<file path="config.mk">
export PLATFORM = sky130hd
export DESIGN_NAME = dpdm_rx_decoder
export DESIGN_NICKNAME = d
export VERILOG_FILES = /design/src/rtl/usb_rx_pkg.sv /design/src/rtl/nrzi_unstuff.sv /design/src/rtl/dpdm_rx_decoder.sv
export SDC_FILE = /design/constraint.sdc
export NUM_CORES = 1
export LEC_CHECK = 0
export ABC_AREA = 1
export BUFFER_PORTS_ARGS = -buffer_cell sky130_fd_sc_hd__buf_2
export CAP_MARGIN = 40
export CORE_ASPECT_RATIO = 1.4
export CORE_MARGIN = 10
export CORE_UTILIZATION = 57
export DETAILED_ROUTE_END_ITERATION = 7
export GPL_TIMING_DRIVEN = 0
export PLACE_DENSITY = 0.77
export SLEW_MARGIN = 30
export SYNTH_ARGS = -nofsm -noshare
export SYNTH_HDL_FRONTEND = slang
export SYNTH_SLANG_ARGS = --single-unit
</file>
<file path="constraint.sdc">
create_clock -name clk -period 3.3 [get_ports clk]
set_clock_uncertainty 0.15 [all_clocks]
set_input_delay 0.165 -clock clk [delete_from_list [all_inputs] [get_ports clk]]
set_output_delay 0.165 -clock clk [all_outputs]
set_load 0.05 [all_outputs]
</file>
<file path="src/rtl/usb_rx_pkg.sv">
// Shared types and constants for the USB full-speed DP/DM receive decoder.
package usb_rx_pkg;

    typedef enum logic [1:0] {
        LS_SE0 = 2'b00,
        LS_K   = 2'b01,
        LS_J   = 2'b10,
        LS_SE1 = 2'b11
    } line_state_t;

    typedef enum logic [2:0] {
        IDLE,
        DATA,
        EOP1,
        EOP2,
        RECOVER
    } rx_state_t;

    // K,J,K,J,K,J,K,K with the oldest line state in the top two bits.
    localparam logic [15:0] SYNC_PATTERN = 16'b01_10_01_10_01_10_01_01;
    localparam logic [15:0] SHREG_IDLE   = {8{2'b10}};

    localparam int MAX_PKT_BITS_DEFAULT = 600;

endpackage

</file>
<file path="src/rtl/nrzi_unstuff.sv">
// NRZI decoder with bit-unstuffing: tracks runs of 1s and flags the bit after six of them.
module nrzi_unstuff
    import usb_rx_pkg::*;
(
    input  logic        clk,
    input  logic        rst,
    input  line_state_t line_i,
    input  line_state_t prev_i,
    input  logic        decode_i,
    input  logic        clear_i,
    output logic        bit_o,
    output logic        bit_valid_o,
    output logic        stuff_err_o
);

    logic [2:0] ones_q, ones_d;

    assign bit_o = (line_i == prev_i);

    // After six 1s the next bit must be a stuffed 0 (dropped); a 1 there is a stuffing violation.
    always_comb begin
        ones_d      = ones_q;
        bit_valid_o = 1'b0;
        stuff_err_o = 1'b0;
        if (clear_i) begin
            ones_d = '0;
        end else if (decode_i) begin
            if (ones_q == 3'd6) begin
                ones_d      = '0;
                stuff_err_o = bit_o;
            end else begin
                bit_valid_o = 1'b1;
                ones_d      = bit_o ? ones_q + 3'd1 : 3'd0;
            end
        end
    end

    always_ff @(posedge clk or posedge rst) begin
        if (rst) begin
            ones_q <= '0;
        end else begin
            ones_q <= ones_d;
        end
    end

endmodule

</file>
<file path="src/rtl/dpdm_rx_decoder.sv">
// USB DP/DM receive decoder: SYNC hunt, NRZI/unstuff, EOP detection and error recovery.
module dpdm_rx_decoder
    import usb_rx_pkg::*;
#(
    parameter int MAX_PKT_BITS = MAX_PKT_BITS_DEFAULT
) (
    input  logic       clk,
    input  logic       rst,
    input  logic [1:0] host_in,
    input  logic       rx_enable,
    output logic       s_out,
    output logic       bit_valid,
    output logic       pkt_start,
    output logic       eop,
    output logic       rx_err
);

    rx_state_t   state_q, state_d;
    line_state_t line_q, prev_q;
    logic [15:0] shreg_q, shreg_d;
    logic [9:0]  bit_cnt_q, bit_cnt_d;
    logic        s_out_q, bit_valid_q, pkt_start_q, eop_q, rx_err_q;
    logic        s_out_d, bit_valid_d, pkt_start_d, eop_d, rx_err_d;
    logic        sync_hit, decode_en, ones_clear;
    logic        nrzi_bit, nrzi_valid, stuff_err;

    // The shift register's incoming value is matched so pkt_start keeps the same latency as data.
    assign sync_hit   = ({shreg_q[13:0], line_q} == SYNC_PATTERN);
    assign decode_en  = rx_enable && (state_q == DATA) && ((line_q == LS_J) || (line_q == LS_K));
    assign ones_clear = !rx_enable || ((state_q == IDLE) && sync_hit);

    nrzi_unstuff u_nrzi_unstuff (
        .clk         (clk),
        .rst         (rst),
        .line_i      (line_q),
        .prev_i      (prev_q),
        .decode_i    (decode_en),
        .clear_i     (ones_clear),
        .bit_o       (nrzi_bit),
        .bit_valid_o (nrzi_valid),
        .stuff_err_o (stuff_err)
    );

    always_comb begin
        state_d     = state_q;
        shreg_d     = {shreg_q[13:0], line_q};
        bit_cnt_d   = bit_cnt_q;
        s_out_d     = 1'b0;
        bit_valid_d = 1'b0;
        pkt_start_d = 1'b0;
        eop_d       = 1'b0;
        rx_err_d    = 1'b0;
        if (!rx_enable) begin
            state_d = IDLE;
            shreg_d = SHREG_IDLE;
        end else begin
            unique case (state_q)
                IDLE: begin
                    if (sync_hit) begin
                        pkt_start_d = 1'b1;
                        bit_cnt_d   = '0;
                        shreg_d     = SHREG_IDLE;
                        state_d     = DATA;
                    end
                end
                DATA: begin
                    unique case (line_q)
                        LS_J, LS_K: begin
                            if (stuff_err) begin
                                rx_err_d = 1'b1;
                                state_d  = RECOVER;
                            end else if (nrzi_valid) begin
                                // A further bit once MAX_PKT_BITS have been delivered aborts the packet.
                                if (bit_cnt_q == 10'(MAX_PKT_BITS)) begin
                                    rx_err_d = 1'b1;
                                    state_d  = RECOVER;
                                end else begin
                                    s_out_d     = nrzi_bit;
                                    bit_valid_d = 1'b1;
                                    bit_cnt_d   = bit_cnt_q + 10'd1;
                                end
                            end
                        end
                        LS_SE0: state_d = EOP1;
                        LS_SE1: begin
                            rx_err_d = 1'b1;
                            state_d  = RECOVER;
                        end
                    endcase
                end
                EOP1: begin
                    if (line_q == LS_SE0) begin
                        state_d = EOP2;
                    end else begin
                        rx_err_d = 1'b1;
                        state_d  = RECOVER;
                    end
                end
                EOP2: begin
                    if (line_q == LS_J) begin
                        eop_d   = 1'b1;
                        state_d = IDLE;
                    end else begin
                        rx_err_d = 1'b1;
                        state_d  = RECOVER;
                    end
                end
                RECOVER: begin
                    if ((line_q == LS_J) && (prev_q == LS_J)) begin
                        shreg_d = SHREG_IDLE;
                        state_d = IDLE;
                    end
                end
                default: state_d = IDLE;
            endcase
        end
    end

    always_ff @(posedge clk or posedge rst) begin
        if (rst) begin
            state_q     <= IDLE;
            line_q      <= LS_J;
            prev_q      <= LS_J;
            shreg_q     <= SHREG_IDLE;
            bit_cnt_q   <= '0;
            s_out_q     <= 1'b0;
            bit_valid_q <= 1'b0;
            pkt_start_q <= 1'b0;
            eop_q       <= 1'b0;
            rx_err_q    <= 1'b0;
        end else begin
            state_q     <= state_d;
            line_q      <= line_state_t'(host_in);
            prev_q      <= line_q;
            shreg_q     <= shreg_d;
            bit_cnt_q   <= bit_cnt_d;
            s_out_q     <= s_out_d;
            bit_valid_q <= bit_valid_d;
            pkt_start_q <= pkt_start_d;
            eop_q       <= eop_d;
            rx_err_q    <= rx_err_d;
        end
    end

    assign s_out     = s_out_q;
    assign bit_valid = bit_valid_q;
    assign pkt_start = pkt_start_q;
    assign eop       = eop_q;
    assign rx_err    = rx_err_q;

endmodule

</file>
Word level (Yosys, flattened, before mapping)
Index checks and enable logic that the tools add are counted.

Flip-flop bits (word level): 39. Bits of input ports: 5. Output and inout port bits: 5. Logic and storage cells: 104.

Add/subtract/negate cells: 2. Equal/unequal tests: 21. Muxes and demuxes: 56. Reductions and logical operators: 14.

Operators with widths (number): 10-bit 2-to-1 mux (5); 14-bit 2-to-1 mux (3); 3-bit 2-to-1 mux (12); 1-bit 2-to-1 mux (30); 14-bit case mux with 2 select lines (1); 10-bit case mux with 2 select lines (1); 16-bit by 15-bit == test with 1-bit output (second input constant) (1); 3-bit case mux with 5 select lines (1); 10-bit by 1-bit adder with 10-bit output (second input constant) (1); 10-bit == test (second input constant) (1); 5-bit != test (second input constant) (2); 3-bit case mux with 3 select lines (1); 2-bit != test (second input constant) (4); 7-bit AND reduction (1); 2-bit == test (second input constant) (3); 3-bit by 2-bit == test with 1-bit output (second input constant) (2); 3-bit == test (second input constant) (2); 3-bit != test (second input constant) (2); 1-bit logical AND (4); 4-bit AND reduction (1); 2-bit nonzero test (2); 3-bit by 1-bit adder with 3-bit output (second input constant) (1); 3-bit by 1-bit == test with 1-bit output (second input constant) (1); 3-bit zero test (1); 9 further kinds (10).

Depth between registers and ports, before layout
Depth in word-level cells: 10. Depth in mapped cells: 12.

Cells and area by module
Synthesis repeated with hierarchy kept, for this count alone.

Cell total of the unflattened synthesis: 269. Area, all modules: 2139.6 um^2.

By module, submodules not included: dpdm_rx_decoder (instances 1, cells an instance 228, area an instance 1881.8 um^2); nrzi_unstuff (instances 1, cells an instance 41, area an instance 257.7 um^2).

Least setup slack after synthesis
Ideal clock, no wire load.

Path kind: flip-flop to flip-flop. Start: register line_q[1]. End: register bit_cnt_q[8]. Setup time: 117 ps. Arrival: 1703 ps. Required time: 3033 ps. Path slack: 1331 ps. Stages on the path, launching flop included: 13. Period minus slack after synthesis: 1969 ps. Cell sequence: dfstp_2 -> inv_1 -> ha_1 -> nand2_2 -> clkinv_2 -> nand3_4 -> nor2_2 -> nand2_2 -> nand4_2 -> nand2_2 -> buf_6 -> nand3_2 -> nand2_1.

Word-level cells in the longest chain between the ends: 7. Elaborated cells between the ends (all ways): 19. Classes of those cells: 8 x eq/ne; 5 x mux; 6 x reduce/logical.

RTL lines: start, declared (RTL line dpdm_rx_decoder.sv:19) `line_state_t line_q, prev_q;`; start signal, assigned (RTL line dpdm_rx_decoder.sv:133) `line_q <= line_state_t'(host_in);`; 2-bit == test / 2-bit by 1-bit == test with 1-bit output (equally long branches) (RTL line dpdm_rx_decoder.sv:29, dpdm_rx_decoder.sv:67); 1-bit logical OR (RTL line dpdm_rx_decoder.sv:29) `assign decode_en = rx_enable && (state_q == DATA) && ((line_q == LS_J) || (line_q == LS_K));`; 1-bit logical AND (RTL line dpdm_rx_decoder.sv:29); 1-bit 2-to-1 mux (RTL line nrzi_unstuff.sv:27) `end else if (decode_i) begin`; 1-bit 2-to-1 mux (RTL line nrzi_unstuff.sv:25) `if (clear_i) begin`; 2-bit != test (no source line); 7-bit AND reduction (no source line) *; end signal, assigned (RTL line dpdm_rx_decoder.sv:136) `bit_cnt_q <= bit_cnt_d;`; end, declared (RTL line dpdm_rx_decoder.sv:21) `logic [9:0] bit_cnt_q, bit_cnt_d;`.

Mark *: on every way between the ends. The rest lies on a longest branch, timed or not. A chain may end at the register's enable or synchronous reset.

Final worst setup path
Start: register line_q[1]. End: register bit_cnt_q[0].

Same word-level chain as after synthesis.

==> impl_metrics.env <==
export IMPL_antenna_found_initial=0
export IMPL_regToRegSetupSlack_ns=1.11
export IMPL_io_buffers=9
export IMPL_routed_via_density=5.11
export IMPL_yosysWarningCount=0
export IMPL_grt_max_degree=23
export IMPL_drtAntennaViolNets=0
export IMPL_power_leakage_nw=1.26
export IMPL_max_slew_margin=0.724
export IMPL_async_reset_ff_frac=1.00
export IMPL_ys_seq_elements=39
export IMPL_tritoncts="built"
export IMPL_wire_per_inst_um=12.9
export IMPL_pin_count=10
export IMPL_clock_sinks=39
export IMPL_crit_start="line_q[1]"
export IMPL_die_h_um=93.5
export IMPL_drt_iter0_drc=99
export IMPL_grt_pass1_vias=1731
export IMPL_htreeDepth=2
export IMPL_clock_fmax_ghz=0.457
export IMPL_fin_ws_ns=1.11
export IMPL_p_per_area_mw_per_mm2=574
export IMPL_synth_top_area_frac=0.341
export IMPL_path_clk_slew_ns=0.08
export IMPL_final_util=0.678
export IMPL_synthTopCellsByCount="nand2_1 (68), inv_1 (40), nor2_1 (31)"
export IMPL_wirelength_um=4270
export IMPL_syn_inst=267
export IMPL_cts_root_buf="clkbuf_8"
export IMPL_reg2reg_depth=11
export IMPL_avgSynthCellArea_sq_um=8.24
export IMPL_preCtsSetupSlack_ns=1.12
export IMPL_insertion_delay_ns=0.30
export IMPL_synth_ff_type="dfrtp_1"
export IMPL_yosysSeqAreaShare=0.449
export IMPL_nFillCells=319
export IMPL_syn_area_sq_mm=0.00220
export IMPL_rsz0062_at_grt="false"
export IMPL_status="finished, final reports clean"
export IMPL_cp_start_kind="flop"
export IMPL_period_minus_slack_ns=2.19
export IMPL_finalHoldViolations=0
export IMPL_dr_pass1_iters=5
export IMPL_endpoint="bit_cnt_q[0]"
export IMPL_design_die_area_sq_mm=0.00678
export IMPL_num_antenna_cells=0
export IMPL_path_class="flop to flop"
export IMPL_drc=0
export IMPL_fin_nets=300
export IMPL_finalSetupViolations=0
export IMPL_hp_class="input port to flop"
export IMPL_route_vias_total=1687
export IMPL_grtUsageTotal=0.139
export IMPL_synth_largest_area_cell="dfrtp_1"
export IMPL_cts_made_buffers=5
export IMPL_fp_dieW_um=72.5
export IMPL_core_sq_mm=0.00368
export IMPL_start_util=0.598
export IMPL_cap_violations=0
export IMPL_yosysMostFrequentCell="nand2_1"
export IMPL_ir_drop_uv=452
export IMPL_cts_buffer_depth=2
export IMPL_placed_area_sq_mm=0.00232
export IMPL_arrival_ns=2.23
export IMPL_placementRows=26
export IMPL_worst_slew_pin_transition_ns=0.414
export IMPL_drv_slew=0
export IMPL_routabilityCongestion=0.892
export IMPL_rr_endpoint="bit_cnt_q[0]"
export IMPL_synth_area_top_cells="dfrtp_1 (34%), nand2_1 (12%), dfstp_2 (11%)"
export IMPL_synth_edf_count=0
export IMPL_setup_tns_ns=0
export IMPL_syn_num_nets=280
export IMPL_fin_area_sq_mm=0.00249
export IMPL_cp_data_required_time_ns=3.34
export IMPL_end_kind="flop"
export IMPL_area_growth_syn_to_layout_pct=13.3
export IMPL_drive_gt1_frac=0.219
export IMPL_grt_remaining_overflow=0
export IMPL_min_period_over_period=0.663
export IMPL_rr_startpoint="line_q[1]"
export IMPL_dpl_hpwl_um=3160
export IMPL_ys_types=32
export IMPL_cts_resized_gates=0
export IMPL_worst_path_max_fanout=10
export IMPL_grt_pass1_wl_um=7560
==> final cells by class <==
class	instances	area (sq um)	area share
multi-input combinational	178	998	0.401
clock buffer	5	68.8	0.0276
sequential	39	987	0.396
timing repair buffer	13	103	0.0412
tap	42	52.6	0.0211
buffer	3	36.3	0.0146
inverter	47	178	0.0713
clock inverter	3	67.6	0.0271
==> kinds of logic after synthesis <==
logic type / count (synthesis) / share of synthesized area
flops: 39 / 0.449
buf+inv: 50 / 0.0973
xor+xnor: 7 / 0.0279
compound gates: 7 / 0.0193
fa+ha+maj: 8 / 0.0455
simple gates: 156 / 0.361
==> state kept, by name (all words and copies together) (netlist names) <==
register               count
bit_valid                  1
bit_cnt_q                 10
s_out                      1
prev_q                     2
rx_err                     1
state_q                    3
shreg_q                   14
u_nrzi_unstuff.ones_q      3
line_q                     2
pkt_start                  1
eop                        1
==> per-layer routing <==
| metal | track usage | routed length, um | vias to the layer above |
|---|---|---|---|
| li1 | - | - | 864 |
| met1 | 0.148 | 1760 | 789 |
| met2 | 0.244 | 2290 | 25 |
| met3 | 0.0360 | 130 | 9 |
| met4 | 0.0730 | 87 | 0 |
| met5 | 0 | 0 | - |
==> how the worst min path moves through the flow <==
stage                           from  slack, ns         end  depth (start not counted)
after floorplan           host_in[1]       0.02   line_q[1]                          0
after global placement    host_in[1]       0.12   line_q[1]                          1
after detailed placement         rst       0.03   line_q[0]                          2
after CTS                  rx_enable       0.04  state_q[1]                          3
after global routing       rx_enable       0.05  state_q[1]                          3
final                      rx_enable       0.06  state_q[1]                          3
==> cell usage in the layout, fill, tap and decap left out, types with 5 or more instances in the layout <==
master,synthesis,layout
inv_2,5,6
nand3_2,10,10
nor2_1,31,31
buf_2,1,10
nand4_1,10,10
ha_1,8,8
dfrtp_1,30,30
inv_1,40,39
clkbuf_8,0,5
nand2_1,68,68
xor2_1,6,6
nand3_1,14,14
dfstp_2,9,9
nand2_2,7,7
==> critical path: stages (launching register included) <==
cell and delay (ns):
dfstp_2 0.58, inv_1 0.11, ha_1 0.36, nand2_2 0.07, clkinv_2 0.06, nand3_4 0.07, nor2_4 0.17, nor2_4 0.06
nor2_8 0.12, nand2_2 0.15, nand2_1 0.12, nand2_1 0.05
==> power by group <==
part           internal [mW]  total [mW]  switching, mW
Clock                  0.301       0.476          0.175
Combinational          0.132       0.403          0.271
Sequential             0.511       0.551         0.0407
Total                  0.944        1.43          0.487
==> timing repair <==
| item | 4_1_cts | 5_1_grt |
|---|---|---|
| hold buffers | 3 | 0 |
| buffers inserted | 0 | 0 |
| endpoints found under the setup margin | 0 | 0 |
| endpoints found under the hold margin | 18 | 0 |
==> stage by stage <==
stage / std cells / total power, mW / hold WS (ns)
6_report: 330 / 1.43 / 0.0570
4_1_cts: 330 / 1.44 / 0.0435
2_1_floorplan: 267 / 0.867 / 0.0195
3_3_place_gp: 318 / 0.947 / 0.120
5_1_grt: 330 / 1.51 / 0.0525
3_5_place_dp: 319 / 0.956 / 0.0343
Power figures use the tool's default switching activity.
